File: src/rtl/serial_parallel_multiplier.sv
// Signed serial-parallel multiplier: one multiplier bit per clock, N-bit multiplicand adder.
// Ports:
//   clk    - system clock (rising edge)
//   rst    - asynchronous active-low reset
//   start  - request, accepted in IDLE or DONE
//   a      - signed multiplicand (N bits), latched on the accepting edge
//   b      - signed multiplier (N bits), latched on the accepting edge
//   result - registered signed product a*b (2N bits), held until the next product completes
//   done   - registered product-valid level
module serial_parallel_multiplier #(
  parameter int unsigned N = 2
) (
  input  logic             clk,
  input  logic             rst,
  input  logic             start,
  input  logic [N-1:0]     a,
  input  logic [N-1:0]     b,
  output logic [2*N-1:0]   result,
  output logic             done
);

  localparam int unsigned W  = 2 * N;
  localparam int unsigned CW = $clog2(N);

  typedef enum logic [1:0] {
    IDLE = 2'd0,
    BUSY = 2'd1,
    DONE = 2'd2
  } state_t;

  state_t          r_state;
  state_t          w_state_next;
  logic [W-1:0]    r_mcand;
  logic [W-1:0]    r_acc;
  logic [N-1:0]    r_mplier;
  logic [CW-1:0]   r_cnt;
  logic [W-1:0]    w_addend;
  logic [W-1:0]    w_acc_next;
  logic            w_accept;
  logic            w_last;

  // State register
  always_ff @(posedge clk or negedge rst) begin
    if (!rst) r_state <= IDLE;
    else      r_state <= w_state_next;
  end

  // Next state and accumulator step; the sign bit carries negative weight
  always_comb begin
    w_state_next = r_state;
    w_accept     = 1'b0;
    w_last       = (r_cnt == CW'(N - 1));
    w_addend     = r_mcand << r_cnt;
    w_acc_next   = r_acc;
    case (r_state)
      IDLE, DONE: begin
        if (start) begin
          w_accept     = 1'b1;
          w_state_next = BUSY;
        end
      end
      BUSY: begin
        if (r_mplier[0]) begin
          w_acc_next = w_last ? (r_acc - w_addend) : (r_acc + w_addend);
        end
        if (w_last) w_state_next = DONE;
      end
      default: w_state_next = IDLE;
    endcase
  end

  // Datapath and registered outputs
  always_ff @(posedge clk or negedge rst) begin
    if (!rst) begin
      r_mcand  <= '0;
      r_acc    <= '0;
      r_mplier <= '0;
      r_cnt    <= '0;
      result   <= '0;
      done     <= 1'b0;
    end else if (w_accept) begin
      r_mcand  <= {{N{a[N-1]}}, a};
      r_mplier <= b;
      r_acc    <= '0;
      r_cnt    <= '0;
      done     <= 1'b0;
    end else if (r_state == BUSY) begin
      r_acc    <= w_acc_next;
      r_mplier <= r_mplier >> 1;
      r_cnt    <= r_cnt + CW'(1);
      if (w_last) begin
        result <= w_acc_next;
        done   <= 1'b1;
      end
    end
  end

endmodule

File: config.mk
export PLATFORM = sky130hd
export DESIGN_NAME = serial_parallel_multiplier
export DESIGN_NICKNAME = d
export VERILOG_FILES = /design/src/rtl/serial_parallel_multiplier.sv
export SDC_FILE = /design/constraint.sdc
export NUM_CORES = 1
export LEC_CHECK = 0
export ABC_AREA = 1
export BUFFER_PORTS_ARGS = -buffer_cell sky130_fd_sc_hd__buf_2
export CAP_MARGIN = 20
export CORE_MARGIN = 5
export CORE_UTILIZATION = 29
export CTS_BUF_LIST = sky130_fd_sc_hd__clkbuf_4
export CTS_CLUSTER_DIAMETER = 150
export CTS_CLUSTER_SIZE = 8
export DETAILED_ROUTE_END_ITERATION = 8
export PLACE_DENSITY = 0.53
export SYNTH_ARGS = -nofsm -noshare
export SYNTH_HDL_FRONTEND = slang
export SYNTH_SLANG_ARGS = --single-unit
File: constraint.sdc
create_clock -name clk -period 1.9 [get_ports clk]
set_input_delay 0.095 -clock clk [delete_from_list [all_inputs] [get_ports clk]]
set_output_delay 0.095 -clock clk [all_outputs]
set_load 0.01 [all_outputs]
==> results.ini <==
[run_status]
status=finished, violations left
failed_checks=setup timing

[clocking]
root_buffer=clkbuf_4
clk_pin_slew_ps=90
h-tree-depth=1
clock_sinks=16
worstSkewPairLatency_ps=290
cts_made_buffers=3
cts_tree=built
cts.path.max_buffers=2

[sta]
rsz0062_at_grt=true
clock.fmax_mhz=504
holdWs_ps=11.2
setup_slack_ps=-83.7
relSlewSlack=0.760
hold_viol_final=0
setup_viol=6
period_needed_ps=1980
tightest_slew_ps=360
finClkSkew_ps=2.40
drv_slew=0
finalCritPeriodShare=1.04

[worst_setup_path]
cp-start-kind=flop
crit_family=simple AND/OR/NAND/NOR gates
r2r-end=result[3]
path_cells=inv_2 -> a21oi_2 -> ha_4 -> o21ai_2 -> o21ai_1 -> ha_1 -> or2_0 -> nand2_1 -> nand2_1 -> nand3_1 -> nand2_1 -> nand2_1 -> nand2_1 -> nand2_1
r2r_start=r_cnt
path_class=flop to flop
required_ps=2130
worst-path-buf-inv=1
cp_slowest_cell=dfrtp_1
reg2reg_depth=14
cp_data_arrival_time_ps=2210
slowest_delay_ps=410
crit_fanout=4
crit_top_cell=nand2_1
rrSetupSlack_ps=-80
endpoint_kind=flop

[global_route]
grt_usage=0.103
antenna_found_initial=0
grt_max_degree=17
grt_pass1_wl_um=3330
grt_pass1_vias=800
overflow=0

[detailed_routing]
viasPerCell=4.64
routed_wirelength_um=1820
vias=756
drt_pass1_iterations=4
antenna_left=0
drt_iter0_drc=5
route.detailed.drc=0
wl_per_cell_um=11.1

[yosys]
synth-seq-cells=16
ys_types=20
syn_area_sq_um=858
yosys_warnings=0
seq_area_frac_synth=0.466
synth_nets=119
syn_area_per_cell_sq_um=8.02
syn_inst=107

[layout]
area.growth.synth_to_final_pct=28.6
design_area_sq_um=1100
most-common-layout-cells=nand2_1, dfrtp_1, inv_1
multi_input_area_sq_um=432
drive_gt1_frac=0.288
n_antenna_cell=0
seqCellArea_sq_um=400
utilization=0.393
filler_cell_count=288
fin_nets=146
finalNonFillerCells=163
mostFrequentLayoutCell=nand2_1

[power_and_ir_drop]
irDropWorstVdd_mv=0.687
power.density_nw_per_um2=1990
leakagePower_nw=0.585

[min_path]
min_path_type=input pin to flop
holdPathStages=2
hp-start=start
hold_end=r_state[1]

[die]
core_area_sq_um=2810
rows=19
io_pins=12
start_util=0.306
dieWidth_um=64.4
die-area_sq_um=4150
dieHeight_um=64.4

[placed_design]
port-buffer-count=11
dpl.cell_count=156
place.gp.congestion=0.713
hpwl_um=1440
place_area_sq_um=1030

[flow_run]
maxCapViolations=0

[through the flow]
stage,total power [mW],setup TNS [ps],worst slack [ps]
6_report,2.20,-366,-83.7
5_1_grt,2.44,-1190,-258
4_1_cts,2.23,-467,-97.1
3_5_place_dp,1.94,-764,-141
3_3_place_gp,1.88,-420,-99.4
2_1_floorplan,1.52,-30.2,-14.2
[kinds of logic after synthesis]
logic type / after synthesis / synth area share
XOR/XNOR: 1 / 0.0102
AO/OA/AOI/OAI: 19 / 0.118
buffers and inverters: 17 / 0.0787
AND/OR/NAND/NOR: 49 / 0.245
adder cells (fa/ha/maj): 5 / 0.0816
flip-flops: 16 / 0.466
[Yosys cell counts, drive strengths merged]
master  instances  area share
nand2          40        0.19
nor2            4       0.026
dfrtp          16        0.47
inv            16       0.070
o22ai           3       0.022
o211ai          1      0.0087
o21ai          11       0.064
nand4           1      0.0073
nand3           3       0.017
or2             1      0.0073
buf             1      0.0087
a21oi           4       0.023
fa              1       0.023
ha              4       0.058
xnor2           1       0.010
[worst register-to-register path: stages (launching register included)]
cell and delay (ps):
dfrtp_1 410, inv_2 110, a21oi_2 80, ha_4 160, o21ai_2 100, o21ai_1 80
ha_1 330, or2_0 220, nand2_1 70, nand2_1 70, nand3_1 70, nand2_1 50
nand2_1 70, nand2_1 60, nand2_1 60
[state kept, by name, indices dropped and copies added (netlist names)]
register and count:
r_state 2, r_acc 4, done 1, result 4, r_cnt 1, r_mcand 2, r_mplier 2
[worst max path at each step]
stage,startpoint,end,slack [ps],cells past startpoint
after floorplan,r_cnt,result[3],-10,13
after global placement,r_cnt,r_acc[1],-100,10
after detailed placement,r_cnt,result[3],-140,14
after global routing,r_cnt,result[3],-260,14
final,r_cnt,result[3],-80,14
after CTS,r_cnt,result[3],-100,14
[repair_timing]
action                                 in CTS  in global routing
pin swaps                                   6                  0
setup endpoints to repair                   6                  6
cloned                                      0                  0
hold buffers                                2                  0
setup buffers                               2                  0
gates resized for setup                     5                  0
endpoints found under the hold margin      17                  0
[area by class of cell]
type	instances	area share
multi-input cells	74	0.391
repair buffers	23	0.136
flip-flops and latches	16	0.363
well taps	31	0.0351
clock buffers	3	0.0204
inverters	16	0.0544
[power breakdown]
| part | leakage, nW | internal (mW) | switching [mW] |
|---|---|---|---|
| Sequential | 0.204 | 0.490 | 0.111 |
| Clock | 0.0138 | 0.0737 | 0.102 |
| Combinational | 0.368 | 0.652 | 0.773 |
[per-layer routing]
metal  GRT usage  vias up  wire length (um)
met5           0        -                 0
met1       0.119      352               810
met4      0.0633        0                51
li1            -      391                 -
met2       0.177        8               910
met3      0.0158        5                43
No activity file was read; power rests on OpenSTA's default activity.
